===== src/rtl/sum_arb_pkg.sv =====
// Shared types and the round-robin search helper for the shared summing arbiter.
package sum_arb_pkg;

  typedef enum logic [1:0] {
    S_IDLE = 2'd0,
    S_ACC  = 2'd1,
    S_RSP  = 2'd2
  } arb_state_t;

  // Widest request vector the search helper handles; callers zero-extend into it.
  localparam int unsigned MAX_REQ = 32;

  typedef struct packed {
    logic        found;
    logic [31:0] idx;
  } pick_t;

  // First set request at or after ptr, wrapping modulo nreq.
  // ptr must be below nreq, so one conditional subtraction suffices for the wrap.
  function automatic pick_t rr_pick(input logic [MAX_REQ-1:0] req,
                                    input int unsigned        ptr,
                                    input int unsigned        nreq);
    pick_t       res;
    int unsigned k;
    res = '0;
    for (int unsigned i = 0; i < MAX_REQ; i++) begin
      k = ptr + i;
      if (k >= nreq) k = k - nreq;
      if ((i < nreq) && !res.found && req[k[4:0]]) begin
        res.found = 1'b1;
        res.idx   = k;
      end
    end
    return res;
  endfunction

endpackage


===== src/rtl/sum_accum.sv =====
// Unsigned accumulator with a sticky overflow flag; once a carry occurs the
// wrapped value at that point is frozen until the next clear.
module sum_accum
  #(parameter int W = 16)
  (
    input  logic         ck,
    input  logic         reset_l,
    input  logic         clr,
    input  logic         add_en,
    input  logic [W-1:0] data,
    output logic [W-1:0] acc,
    output logic         ovf
  );

  logic [W:0] sum;

  // One extra bit catches the carry out of the W-bit add.
  always_comb begin
    sum = {1'b0, acc} + {1'b0, data};
  end

  // Clear wins over add; adds stop once overflow has been seen.
  always_ff @(posedge ck or negedge reset_l) begin
    if (!reset_l) begin
      acc <= '0;
      ovf <= 1'b0;
    end else if (clr) begin
      acc <= '0;
      ovf <= 1'b0;
    end else if (add_en && !ovf) begin
      acc <= sum[W-1:0];
      if (sum[W]) ovf <= 1'b1;
    end
  end

endmodule


===== src/rtl/sum_share_arbiter.sv =====
// Round-robin arbiter sharing one zero-terminated summing datapath among
// NREQ requesters. NREQ must not exceed sum_arb_pkg::MAX_REQ.
module sum_share_arbiter
  import sum_arb_pkg::*;
  #(
    parameter  int NREQ = 4,
    parameter  int W    = 16,
    localparam int IDW  = $clog2(NREQ)
  )
  (
    input  logic            ck,
    input  logic            reset_l,
    input  logic [NREQ-1:0] req,
    output logic [NREQ-1:0] gnt,
    input  logic            valid,
    input  logic [W-1:0]    data_in,
    output logic            rsp_valid,
    output logic [IDW-1:0]  rsp_id,
    output logic [W-1:0]    rsp_sum,
    output logic            rsp_error,
    output logic            busy
  );

  arb_state_t           state;
  logic [IDW-1:0]       rr_ptr;
  logic [IDW-1:0]       cur_id;
  logic [MAX_REQ-1:0]   req_ext;
  pick_t                pick;
  logic [IDW-1:0]       pick_idx;
  logic                 start;
  logic                 owner_req;
  logic                 abort;
  logic                 term;
  logic                 add_en;
  logic [W-1:0]         acc;
  logic                 ovf;

  // Arbitration search and per-cycle decode of the granted requester's stream.
  always_comb begin
    req_ext            = '0;
    req_ext[NREQ-1:0]  = req;
    pick               = rr_pick(req_ext, 32'(rr_ptr), NREQ);
    pick_idx           = IDW'(pick.idx);
    start              = (state == S_IDLE) && pick.found;
    owner_req          = req[cur_id];
    // Losing the request takes priority over anything on the data bus.
    abort              = (state == S_ACC) && !owner_req;
    term               = (state == S_ACC) && owner_req && valid && (data_in == '0);
    add_en             = (state == S_ACC) && owner_req && valid && (data_in != '0);
  end

  sum_accum #(.W(W)) u_accum (
    .ck      (ck),
    .reset_l (reset_l),
    .clr     (start),
    .add_en  (add_en),
    .data    (data_in),
    .acc     (acc),
    .ovf     (ovf)
  );

  // Control FSM: grant, pointer advance on grant, release on abort or terminator.
  always_ff @(posedge ck or negedge reset_l) begin
    if (!reset_l) begin
      state  <= S_IDLE;
      rr_ptr <= '0;
      cur_id <= '0;
      gnt    <= '0;
    end else begin
      case (state)
        S_IDLE: begin
          if (pick.found) begin
            state  <= S_ACC;
            cur_id <= pick_idx;
            gnt    <= NREQ'(1) << pick_idx;
            rr_ptr <= (pick_idx == IDW'(NREQ - 1)) ? '0 : pick_idx + 1'b1;
          end
        end
        S_ACC: begin
          if (abort) begin
            state <= S_IDLE;
            gnt   <= '0;
          end else if (term) begin
            state <= S_RSP;
            gnt   <= '0;
          end
        end
        S_RSP: begin
          state <= S_IDLE;
        end
        default: begin
          state <= S_IDLE;
          gnt   <= '0;
        end
      endcase
    end
  end

  // Response fields are captured at the terminator and held until the next one.
  always_ff @(posedge ck or negedge reset_l) begin
    if (!reset_l) begin
      rsp_id    <= '0;
      rsp_sum   <= '0;
      rsp_error <= 1'b0;
    end else if (term) begin
      rsp_id    <= cur_id;
      rsp_sum   <= acc;
      rsp_error <= ovf;
    end
  end

  assign rsp_valid = (state == S_RSP);
  assign busy      = (state != S_IDLE);

endmodule


===== config.mk =====
export PLATFORM = sky130hd
export DESIGN_NAME = sum_share_arbiter
export DESIGN_NICKNAME = d
export VERILOG_FILES = /design/src/rtl/sum_arb_pkg.sv /design/src/rtl/sum_accum.sv /design/src/rtl/sum_share_arbiter.sv
export SDC_FILE = /design/constraint.sdc
export NUM_CORES = 1
export LEC_CHECK = 0
export ABC_AREA = 1
export BUFFER_PORTS_ARGS = -buffer_cell sky130_fd_sc_hd__buf_2
export CAP_MARGIN = 20
export CELL_PAD_IN_SITES_DETAIL_PLACEMENT = 1
export CELL_PAD_IN_SITES_GLOBAL_PLACEMENT = 2
export CORE_AREA = 5 5 100 102
export CTS_CLUSTER_DIAMETER = 120
export DETAILED_ROUTE_END_ITERATION = 8
export DIE_AREA = 0 0 105 107
export GPL_TIMING_DRIVEN = 0
export HOLD_SLACK_MARGIN = 0.08
export PLACE_DENSITY = 0.87
export SETUP_SLACK_MARGIN = 0.4
export SYNTH_ARGS = -nofsm -noshare
export SYNTH_HDL_FRONTEND = slang
export SYNTH_SLANG_ARGS = --single-unit
export TNS_END_PERCENT = 50

===== constraint.sdc =====
create_clock -name ck -period 3.74 [get_ports ck]
set_clock_uncertainty 0.2 [all_clocks]
set_input_delay 0.748 -clock ck [delete_from_list [all_inputs] [get_ports ck]]
set_output_delay 0.748 -clock ck [all_outputs]
set_load 0.05 [all_outputs]

Word level (Yosys, flattened, before mapping)
Index checks and enable logic that the tools add are counted.
{"block": "totals", "ff_bits": 46, "latch_bits": 0, "mem_bits_rw": 0, "mem_bits_ro": 0, "in_bits": 23, "out_inout_bits": 25, "word_cells": 91, "memories": 0}
{"block": "op_classes", "addsub": 9, "mul": 0, "n_div": 0, "magnitude_cmp": 9, "n_eq_ne": 5, "shift": 1, "mux": 32, "bitwise": 1, "n_reduce_logical": 25}
{"cell": "two-way mux 33 bit", "n": 4}
{"cell": "two-way mux 32 bit", "n": 4}
{"cell": "two-way mux 16 bit", "n": 2}
{"cell": "less-than comparator 5 x 6 -> 1 bit, second input constant", "n": 4}
{"cell": "binary-select mux 1 bit (select 5 bit)", "n": 4}
{"cell": "adder 16 x 16 -> 17 bit", "n": 1}
{"cell": "zero test 16 bit", "n": 1}
{"cell": "nonzero test 16 bit", "n": 1}
{"cell": "two-way mux 4 bit", "n": 3}
{"cell": "one-hot mux 4 bit (3 select lines)", "n": 1}
{"cell": "subtractor 3 x 3 -> 4 bit, second input constant", "n": 3}
{"cell": "logical AND 1 bit", "n": 10}
{"cell": "greater-or-equal comparator 3 bit, second input constant", "n": 3}
{"cell": "two-way mux 1 bit", "n": 8}
{"cell": "two-way mux 2 bit", "n": 4}
{"cell": "adder 2 x 2 -> 3 bit, second input constant", "n": 2}
{"cell": "AND reduction 2 bit", "n": 3}
{"cell": "nonzero test 2 bit", "n": 3}
{"cell": "zero test 1 bit", "n": 5}
{"cell": "== test 2 bit, second input constant", "n": 2}
{"cell": "one-hot mux 2 bit (2 select lines)", "n": 1}
{"cell": "left shift 1 x 2 -> 4 bit, first input constant", "n": 1}
{"cell": "subtractor 2 x 3 -> 4 bit, second input constant", "n": 1}
{"cell": "adder 2 x 1 -> 3 bit, second input constant", "n": 1}
{"cell": "other kinds (10)", "n": 10}

Longest topological paths before layout
Gate-level depths: netlist of the first run.
{"block": "depth", "word_depth": 17, "mapped_depth": 15, "ltp_nobuf": 15}

Modules after synthesis
A second synthesis of the first run with hierarchy kept.
{"block": "unflattened", "cells_unflattened": 487, "hier_area_um2": 3291.9}
{"mod": "sum_share_arbiter", "instances": 1, "cells_each": 226, "area_each_um2": 1646.6, "seq_area_each_um2": 725.7}
{"mod": "sum_accum", "instances": 1, "cells_each": 261, "area_each_um2": 1645.3, "seq_area_each_um2": 425.4}

Worst setup path before layout of the first run
No wires, ideal clock.
{"block": "synth_timing", "kind": "register -> register", "startpoint": "register rr_ptr[0]", "endpoint": "register rr_ptr[1]", "setup_ps": 129, "t_arrival_ps": 2028, "t_required_ps": 3411, "path_slack_ps": 1383, "stages_incl_launch_ff": 15, "path_buffers": 0, "period_less_slack_ps": 2357, "path_cell_list": "dfrtp_1 inv_2 ha_1 inv_1 nand3_1 inv_1 nor2_1 nand2_1 nand2_1 nand2_1 nand2_1 inv_1 ha_1 nand2_1 o21ai_1"}
{"item": "start, declared", "line": "sum_share_arbiter.sv:25", "source": "logic [IDW-1:0] rr_ptr;"}
{"item": "start signal, assigned", "line": "sum_share_arbiter.sv:76", "source": "rr_ptr <= (pick_idx == IDW'(NREQ - 1)) ? '0 : pick_idx + 1'b1;"}

==> flow_metrics.py, run 1 <==
metrics = {
    "outcome": {
        "outcome": "completed",
    },
    "worst_setup_path": {
        "endpoint_kind": "register",
        "path_depth": 14,
        "slowest_delay_ps": 540,
        "cp_slowest_cell": "dfrtp_1",
        "worstSetupPathType": "reg -> reg",
        "cp_data_required_time_ps": 3710,
        "cp.arrival_ps": 2790,
        "crit_path_start": "rr_ptr[0]",
        "cpMostUsedCell": "nand2_1",
        "reg2reg_depth": 14,
        "path_cells": "inv_2, ha_1, inv_1, nand3_1, inv_1, nor2_1, nand2_1, nand2_1, nand2_1, nand2_1, inv_1, ha_1, nand2_1, o21ai_1",
        "cp_num_buf_inv": 4,
        "crit_family": "simple AND/OR/NAND/NOR gates",
        "setup.worst_path.start_class": "register",
        "critPathMaxFanout": 9,
        "timing.rr.start": "rr_ptr[0]",
    },
    "yosys": {
        "ys_types": 32,
        "synth_nets": 463,
        "synth_top_cell_by_area": "dfrtp_1",
        "yosysWarnings": 0,
        "syn_inst": 415,
        "synth_top_area_share_pct": 37.81,
        "synth-compound-area-share_pct": 8.631,
        "yosys.area_share.xor_xnor_pct": 1.439,
        "yosys.area_share.adder_pct": 10.52,
        "avgSynthCellArea_um2": 7.335,
        "muxShareOfSynthArea_pct": 0,
        "synthSimpleGateAreaFrac_pct": 34.90,
        "synth.area.top_cells": "dfrtp_1 (38%), nand2_1 (18%), ha_1 (9.9%)",
        "netlist_area_um2": 3044,
        "synth_seq_cells": 46,
        "seq_area_frac_synth_pct": 37.81,
        "synth_top_family_by_area": "simple AND/OR/NAND/NOR gates",
    },
    "sta": {
        "tns_ps": 0,
        "relSlewSlack_pct": 71.14,
        "fin_crit_sh_pct": 75.51,
        "hold_slack_ps": 270.8,
        "tightest_slew_ps": 433.0,
        "max_freq_mhz": 354.1,
        "period_needed_ps": 2824,
        "rsz0062_at_grt": "no",
        "hold_viol_final": 0,
        "final-max-slew-violation-count": 0,
        "setup_viol": 0,
    },
    "die": {
        "start_util_pct": 33.74,
        "fp.dieH_um": 107,
        "dieArea_um2": 11240,
        "die_w_um": 105,
        "num_rows": 35,
        "core-area_um2": 9021,
        "pin_count": 48,
    },
    "route": {
        "vias": 2783,
        "via_per_inst": 4.782,
        "ant_nets": 0,
        "drt_iter0_drc": 74,
        "routed_wl_mm": 8.205,
        "routedWlPerCell_um": 14.10,
        "drc_errors": 0,
        "dr.pass1.iters": 4,
    },
    "final_layout": {
        "n_antenna_cell": 0,
        "area_growth_pct": 15.91,
        "final_nets": 519,
        "drive_gt1_share_pct": 16.56,
        "final_cell_mix": "nand2_1 (150), buf_2 (48), dfrtp_1 (46)",
        "final_common_cell": "nand2_1",
        "fin_cells": 582,
    },
    "hold_path": {
        "hold_path.class": "reg -> reg",
        "whs_path_depth": 2,
        "hp-start": "gnt[1]",
    },
    "power_and_ir_drop": {
        "power_mw": 2.600,
        "p_leak_nw": 2.002,
        "vdd_drop_max_uv": 188.2,
        "power.density_nw_per_um2": 736.9,
    },
    "grt": {
        "grt_pass1_wl_mm": 14.05,
        "gr-total-overflow": 0,
        "grt_use_total_pct": 15.11,
        "grt_pass1_vias": 2978,
        "grt_max_degree": 47,
        "antenna_found_initial": 0,
    },
    "clock_network": {
        "hold_buffers": 0,
        "path_clk_slew_ps": 90,
        "cts.sinks": 46,
        "cts_max_level": 2,
        "cts_inserted_buffers": 5,
        "clock_latency_ps": 290,
        "cts-resized-gates": 0,
        "cts_tree": "built",
        "clock-root-buffer": "clkbuf_8",
        "cts.path.max_buffers": 2,
        "post_cts_buffers": 0,
    },
    "placement": {
        "hpwl_mm": 6.824,
        "io_buffers": 47,
        "place.gp.congestion": 0.8565,
        "placed_cells": 573,
    },
    "run": {
        "maxCapViolations": 0,
    },
}
## power breakdown
| group | total [mW] | internal [mW] | switching (mW) | leakage, nW |
|---|---|---|---|---|
| registers | 0.721 | 0.617 | 0.105 | 0.622 |
| logic | 1.59 | 0.520 | 1.07 | 1.34 |
| clock network | 0.288 | 0.128 | 0.159 | 0.0373 |
| total | 2.60 | 1.27 | 1.33 | 2.00 |
## state kept, by name, summed over array words and instances, names as in the netlist
name	cells
rsp_sum	16
u_accum.acc	16
gnt	4
cur_id	2
rr_ptr	2
rsp_id	2
state	2
rsp_error	1
u_accum.ovf	1
## final timing paths
path / slack [ps] / to
max: 920 / rr_ptr[1]
min: 270 / gnt[1]
max reg2reg: 920 / rr_ptr[1]
min reg2reg: 270 / gnt[1]
max in group asynchronous: 2250 / rr_ptr[1]
min in group asynchronous: 620 / u_accum.acc[2]
## layer usage
metal	global-route usage, %	wire [um]	up-vias
met5	0	0	-
met4	3.927	114	0
met3	2.107	230	9
met2	26.44	3970	36
met1	19.55	3889	1303
li1	-	-	1435
## Yosys cell counts
master    number
o21ai_4        1
a21o_1         2
fa_1           1
o31ai_1        1
ha_1          24
o21ai_1        5
clkinv_1       2
o22ai_1        5
nand2_2        8
nand4_4        1
nand4_1        4
nor2_1        31
o21ai_0       14
inv_4          1
o21bai_1       3
a21oi_1       15
dfrtp_1       46
inv_1         43
nand2_1      150
nand3_1       33
xnor2_1        4
or2_2          1
nand2_4        2
nand3_2        4
buf_2          1
xor2_1         1
nor2_4         2
nor3_1         3
inv_2          2
nand3b_1       2
clkinv_4       1
clkbuf_1       2
## worst min-delay path: cells and delay by family (launching register included)
family	cells	cell delay, ps
flip-flops	1	350
AND/OR/NAND/NOR	2	90
## layout make-up
class	instances	area, um2
plain buffers	3	12.51
clock buffers	6	72.57
clock inverters	1	7.507
fillers	1168	5493
inverters	49	191.4
multi-input cells	317	1689
flip-flops and latches	46	1151
well taps	111	138.9
repair buffers	49	265.3
## logic make-up (layout without fill, tap and decap cells)
family | Yosys count | count (layout)
xor+xnor | 5 | 5
compound gates | 46 | 46
simple gates | 241 | 241
buf+inv | 52 | 108
fa+ha+maj | 25 | 25
flops | 46 | 46
## stage by stage
step	setup WS (ps)	utilization [%]	instance area, um2
final	915.9	39.11	3528
after floorplan	1383	-	3044
after global routing	663.2	39.11	3528
after global placement	980.1	37.89	3418
after CTS	897.7	38.78	3498
after detailed placement	936.2	37.89	3418
Power figures use the tool's default switching activity.
==> run 2, diff against run 1 <==
--- a/config.mk
+++ b/config.mk
@@ -10,13 +10,13 @@
 export CAP_MARGIN = 20
 export CELL_PAD_IN_SITES_DETAIL_PLACEMENT = 1
 export CELL_PAD_IN_SITES_GLOBAL_PLACEMENT = 2
-export CORE_AREA = 5 5 100 102
+export CORE_AREA = 5 5 104 106
 export CTS_CLUSTER_DIAMETER = 120
 export DETAILED_ROUTE_END_ITERATION = 8
-export DIE_AREA = 0 0 105 107
+export DIE_AREA = 0 0 109 111
 export GPL_TIMING_DRIVEN = 0
 export HOLD_SLACK_MARGIN = 0.08
-export PLACE_DENSITY = 0.87
+export PLACE_DENSITY = 0.81
 export SETUP_SLACK_MARGIN = 0.4
 export SYNTH_ARGS = -nofsm -noshare
 export SYNTH_HDL_FRONTEND = slang
==> constraint.sdc (replaced) <==
create_clock -name ck -period 2.8 [get_ports ck]
set_clock_uncertainty 0.2 [all_clocks]
set_input_delay 0.56 -clock ck [delete_from_list [all_inputs] [get_ports ck]]
set_output_delay 0.56 -clock ck [all_outputs]
set_load 0.05 [all_outputs]
==> flow_metrics.py, run 2 (synthesis gave the netlist of run 1 again) <==
metrics = {
    "outcome": {
        "outcome": "completed",
    },
    "die": {
        "core-area_um2": 9684,
        "die_w_um": 109,
        "dieArea_um2": 12100,
        "start_util_pct": 31.43,
        "fp.dieH_um": 111,
        "pin_count": 48,
        "num_rows": 36,
    },
    "grt": {
        "top_usage_layer": "met2",
        "gr-usage-met3_pct": 1.689,
        "met1_usage_pct": 19.08,
        "gr-total-overflow": 0,
        "grt_pass1_vias": 3149,
        "antenna_found_initial": 0,
        "grt_use_total_pct": 15.21,
        "grt_use_met2_pct": 26.70,
        "grt_pass1_wl_mm": 14.88,
        "grt_max_degree": 47,
    },
    "sta": {
        "final-max-slew-violation-count": 0,
        "tightest_slew_ps": 431.2,
        "fin_crit_sh_pct": 83.38,
        "tns_ps": 0,
        "relSlewSlack_pct": 71.25,
        "rsz0062_at_grt": "yes",
        "period_needed_ps": 2335,
        "setup_viol": 0,
        "max_freq_mhz": 428.3,
        "setup_ws_ps": 465.4,
        "hold_viol_final": 0,
    },
    "worst_setup_path": {
        "path_cells": "clkinvlp_4, ha_4, inv_4, nand3_4, inv_2, nor2_4, nand2_2, nand2_1, nand2_1, nand3_2, nand2_2, inv_2, ha_4, nand2_1, o21ai_1",
        "cp.arrival_ps": 2320,
        "reg2reg_depth": 15,
        "crit_family": "simple AND/OR/NAND/NOR gates",
        "slowest_delay_ps": 400,
        "setup.worst_path.start_class": "register",
        "cp_slowest_cell": "dfrtp_2",
        "cpMostUsedCell": "nand2_1",
        "cp_data_required_time_ps": 2780,
        "critPathMaxFanout": 4,
        "endpoint_kind": "register",
        "path_depth": 15,
        "worstSetupPathType": "reg -> reg",
        "cp_num_buf_inv": 4,
    },
    "route": {
        "drt_iter0_drc": 67,
        "via_per_inst": 4.698,
        "drc_errors": 0,
        "vias": 2880,
        "ant_nets": 0,
        "routed_wl_mm": 8.928,
        "dr.pass1.iters": 4,
        "routedWlPerCell_um": 14.56,
    },
    "power_and_ir_drop": {
        "switching_share_pct": 50.44,
        "p_int_mw": 2.027,
        "p_leak_nw": 2.053,
        "power.density_nw_per_um2": 1083,
        "power.share.clock_pct": 10.1,
        "p_sw_mw": 2.063,
        "vdd_drop_max_uv": 447.5,
        "comb_power_share_pct": 66.5,
        "seqPwrFrac_pct": 23.4,
    },
    "final_layout": {
        "drive_gt1_share_pct": 24.38,
        "largestRegisters": "rsp_sum x16, u_accum.acc x16, gnt x4",
        "multi_input_area_um2": 1819,
        "n_antenna_cell": 0,
        "final_nets": 527,
        "final_common_cell": "nand2_1",
        "regArea_um2": 1154,
        "final_cell_mix": "nand2_1 (141), buf_2 (48), dfrtp_1 (44)",
        "fill_cells": 1207,
        "area_growth_pct": 24.04,
    },
    "placement": {
        "dp_slack_ps": -58.96,
        "hpwl_mm": 7.172,
        "place.gp.congestion": 0.8624,
        "io_buffers": 47,
    },
    "clock_network": {
        "cts.path.max_buffers": 2,
        "clock-root-buffer": "clkbuf_8",
        "cts_tree": "built",
        "cts_max_level": 2,
        "cts_inserted_buffers": 5,
        "clock_latency_ps": 290,
        "cts.sinks": 46,
        "path_clk_slew_ps": 80,
    },
    "hold_path": {
        "whs_path_depth": 2,
        "hold_path.class": "reg -> reg",
    },
    "run": {
        "maxCapViolations": 0,
    },
}
[run 2: changes by cell type in the layout (fill, tap and decap cells not counted), sizes merged]
cell / before / now
buf: 49 / 57
inv: 46 / 45
clkinvlp: 1 / 2
clkbuf: 8 / 9
[run 2: worst paths after layout]
check	startpoint	end	slack, ps
max	rr_ptr[1]	rr_ptr[1]	470
min	gnt[1]	gnt[1]	280
max reg2reg	rr_ptr[1]	rr_ptr[1]	470
min reg2reg	gnt[1]	gnt[1]	280
max in group asynchronous	reset_l	rr_ptr[1]	1470
min in group asynchronous	reset_l	u_accum.acc[2]	460
[run 2: power by group through the flow]
stage	clock (mW)	sequential (mW)	combinational, mW
floorplan	0	0.976	1.61
global placement	0	0.973	2.09
finish	0.414	0.957	2.72
detailed placement	0	0.979	2.17
global route	0.454	0.978	3.06
CTS	0.432	0.957	2.33
[run 2: layout make-up]
cell class,instances,area share [%]
plain buffers,3,0.3313
clock buffers,7,2.286
clock inverters,1,0.1325
inverters,49,5.401
multi-input cells,317,48.18
flip-flops and latches,46,30.55
well taps,133,4.407
repair buffers,57,8.714
[run 2: repair_timing]
action                                  in CTS  in global routing
pin swaps                                    0                 11
hold buffers                                 0                  1
hold endpoints to repair                     0                  9
endpoints found under the setup margin      14                  5
gates resized for setup                     13                 26
buffers inserted                             3                  5
[run 2: metal layers]
layer,share of wire (%),up-vias
met5,0,-
met4,2.4,0
met3,2.5,14
met2,51,42
met1,44,1369
li1,-,1455
[run 2: worst reg2reg max path: cells and delay by family, from the launching register on]
kind                     cells  cell delay, ps
AO/OA/AOI/OAI                1              50
adder cells (fa/ha/maj)      2             540
buffers and inverters        4             330
flip-flops                   1             400
AND/OR/NAND/NOR              8             700
[run 2: stage by stage]
step	instance area (um2)	power, mW	hold WS (ps)	std cells	util [%]
finish	3776	4.090	280.6	613	38.99
global placement	3446	3.062	250.8	595	35.58
CTS	3608	3.721	276.7	606	37.26
floorplan	3044	2.587	64.41	415	-
global route	3776	4.490	314.6	613	38.99
detailed placement	3446	3.146	255.9	595	35.58
==> run 3, diff against run 2 <==
--- a/config.mk
+++ b/config.mk
@@ -5,18 +5,18 @@
 export SDC_FILE = /design/constraint.sdc
 export NUM_CORES = 1
 export LEC_CHECK = 0
-export ABC_AREA = 1
+export ABC_AREA = 0
 export BUFFER_PORTS_ARGS = -buffer_cell sky130_fd_sc_hd__buf_2
 export CAP_MARGIN = 20
 export CELL_PAD_IN_SITES_DETAIL_PLACEMENT = 1
 export CELL_PAD_IN_SITES_GLOBAL_PLACEMENT = 2
-export CORE_AREA = 5 5 104 106
+export CORE_AREA = 5 5 100 102
 export CTS_CLUSTER_DIAMETER = 120
 export DETAILED_ROUTE_END_ITERATION = 8
-export DIE_AREA = 0 0 109 111
+export DIE_AREA = 0 0 105 107
 export GPL_TIMING_DRIVEN = 0
 export HOLD_SLACK_MARGIN = 0.08
-export PLACE_DENSITY = 0.81
+export PLACE_DENSITY = 0.79
 export SETUP_SLACK_MARGIN = 0.4
 export SYNTH_ARGS = -nofsm -noshare
 export SYNTH_HDL_FRONTEND = slang
==> constraint.sdc (replaced) <==
create_clock -name ck -period 2 [get_ports ck]
set_clock_uncertainty 0.2 [all_clocks]
set_input_delay 0.4 -clock ck [delete_from_list [all_inputs] [get_ports ck]]
set_output_delay 0.4 -clock ck [all_outputs]
set_load 0.05 [all_outputs]
==> flow_metrics.py, run 3 <==
metrics = {
    "worst_setup_path": {
        "cp.arrival_ps": 2390,
        "cp_data_required_time_ps": 1990,
        "critPathMaxFanout": 7,
        "setup.worst_path.start_class": "register",
        "endpoint_kind": "register",
        "worstSetupPathType": "reg -> reg",
    },
    "yosys": {
        "synth_edf_count": 0,
        "yosysWarnings": 0,
        "ys.flop_type": "dfrtp_1",
        "netlist_area_um2": 2902,
        "syn_inst": 273,
        "avgSynthCellArea_um2": 10.63,
        "synth_commonest_cells": "dfrtp_1 (46), o21ai_0 (27), nand2_1 (25), ha_1 (24), mux2_2 (20)",
        "synth_nets": 321,
        "synthArstFlopShare_pct": 100.0,
        "synth_seq_cells": 46,
        "synth.area.top_cells": "dfrtp_1 (40%), ha_1 (10%), mux2_2 (7.8%)",
        "synth.most_common_cell": "dfrtp_1",
        "ys_types": 57,
        "synth_top_area_share_pct": 39.67,
        "seq_area_frac_synth_pct": 39.67,
        "synth_top_cell_by_area": "dfrtp_1",
    },
    "die": {
        "start_util_pct": 32.16,
        "dieArea_um2": 11240,
        "num_rows": 35,
        "fp.dieH_um": 107,
        "core-area_um2": 9021,
        "die_w_um": 105,
        "pin_count": 48,
    },
    "grt": {
        "grt_pass1_vias": 2721,
        "grt_use_total_pct": 14.73,
        "grt_max_degree": 47,
        "antenna_found_initial": 0,
        "gr-total-overflow": 0,
        "grt_pass1_wl_mm": 13.58,
    },
    "route": {
        "dr.pass1.iters": 3,
        "ant_nets": 0,
        "routed_wl_mm": 8.219,
        "vias": 2432,
        "drc_errors": 0,
        "routedWlPerCell_um": 17.56,
        "drt_iter0_drc": 34,
        "via_per_inst": 5.197,
    },
    "final_layout": {
        "drive_gt1_share_pct": 48.74,
        "final_common_cell": "buf_2",
        "final_nets": 404,
        "n_antenna_cell": 0,
        "fin_area_um2": 4109,
        "area_growth_pct": 41.61,
        "final_cell_mix": "buf_2 (46), dfrtp_1 (45), nand2_1 (23)",
        "largestRegisters": "rsp_sum x16, u_accum.acc x16, gnt x4",
    },
    "sta": {
        "final-max-slew-violation-count": 0,
        "period_needed_ps": 2399,
        "setup_ws_ps": -399.2,
        "setup_viol": 27,
        "rsz0062_at_grt": "yes",
        "fin_crit_sh_pct": 120.0,
        "tightest_slew_ps": 511.9,
        "hold_viol_final": 0,
        "hold_slack_ps": 306.6,
        "relSlewSlack_pct": 65.88,
        "max_freq_mhz": 416.8,
    },
    "power_and_ir_drop": {
        "p_leak_nw": 1.890,
        "power.density_nw_per_um2": 1347,
        "vdd_drop_max_uv": 557.6,
    },
    "outcome": {
        "violations": "negative setup slack",
        "outcome": "complete, but fails checks",
    },
    "hold_path": {
        "hold_path.class": "in -> reg",
    },
    "run": {
        "maxCapViolations": 0,
    },
    "clock_network": {
        "cts_tree": "built",
        "clock_latency_ps": 300,
        "cts_max_level": 2,
        "cts.sinks": 46,
        "cts_inserted_buffers": 5,
        "cts.path.max_buffers": 2,
        "clock-root-buffer": "clkbuf_8",
        "path_clk_slew_ps": 90,
    },
    "placement": {
        "place.gp.congestion": 0.7887,
        "io_buffers": 47,
        "hpwl_mm": 5.726,
        "post_dp_cell_area_um2": 3408,
    },
}
## run 3: cell count changes after synthesis, moves of 8 or more
cell / change
inv_1: -35
o21ai_0: +13
nand3_1: -26
mux2_2: +20
nand2_1: -125
nor2_1: -22
nand2_2: -8
## run 3: final timing paths
path / start / endpoint / slack, ps / cells past startpoint
max: rr_ptr[0] / gnt[2] / -400 / 9
min: data_in[0] / u_accum.acc[0] / 310 / 4
min reg2reg: state[1] / state[0] / 310 / 1
min in group asynchronous: reset_l / rsp_sum[11] / 390 / 2
max reg2reg: rr_ptr[0] / gnt[2] / -400 / 9
max in group asynchronous: reset_l / u_accum.acc[15] / 690 / 3
## run 3: power by group
group	internal, mW	total (mW)	switching [mW]
logic	1.74	3.65	1.92
registers	1.12	1.31	0.186
clock network	0.246	0.576	0.330
## run 3: per-layer routing
layer / GRT usage [%] / routed length, um
met1: 18.26 / 3743
met2: 26.80 / 4214
met3: 2.468 / 193
met4: 3.014 / 68
met5: 0 / 0
## run 3: cell families (layout without fill, tap and decap cells)
kind of cell / count (synthesis) / count (layout) / synth area share (%)
compound gates: 80 / 80 / 19.32
flops: 46 / 46 / 39.67
fa+ha+maj: 25 / 25 / 11.04
simple gates: 72 / 72 / 13.76
buf+inv: 14 / 98 / 2.760
mux: 26 / 26 / 10.44
xor+xnor: 10 / 10 / 3.018
## run 3: critical path, cell delays in order (launching register included)
cell and delay [ps]:
dfrtp_1 400, buf_6 160, inv_6 40, ha_4 300, a21bo_4 240, o2bb2ai_4 200
nand2b_1 100, a31o_4 260, ha_4 160, a22o_1 230
## run 3: final cells by class
type | instances | area [um2]
plain buffers | 6 | 53.80
clock buffers | 5 | 68.82
clock inverters | 3 | 21.27
fillers | 997 | 4912
inverters | 8 | 37.54
multi-input cells | 213 | 2120
flip-flops and latches | 46 | 1152
well taps | 111 | 138.9
repair buffers | 76 | 516.7
## run 3: repair_timing
action / 4_1_cts / 5_1_grt
buffers inserted: 18 / 7
gates cloned: 2 / 0
hold endpoints to repair: 0 / 20
resized for setup: 62 / 33
hold buffers: 0 / 1
endpoints found under the setup margin: 47 / 47
pin swaps: 17 / 10
## run 3: stage by stage
| step | TNS (ps) | utilization, % | cells | power (mW) | setup WS [ps] |
|---|---|---|---|---|---|
| floorplan | -4454 | - | 273 | 3.230 | -304.1 |
| global placement | -21360 | 37.78 | 431 | 3.760 | -779.9 |
| global route | -11010 | 45.55 | 468 | 5.975 | -491.8 |
| finish | -8334 | 45.55 | 468 | 5.534 | -399.2 |
| CTS | -6594 | 43.16 | 459 | 5.145 | -412.4 |
| detailed placement | -22040 | 37.78 | 431 | 3.825 | -778.4 |
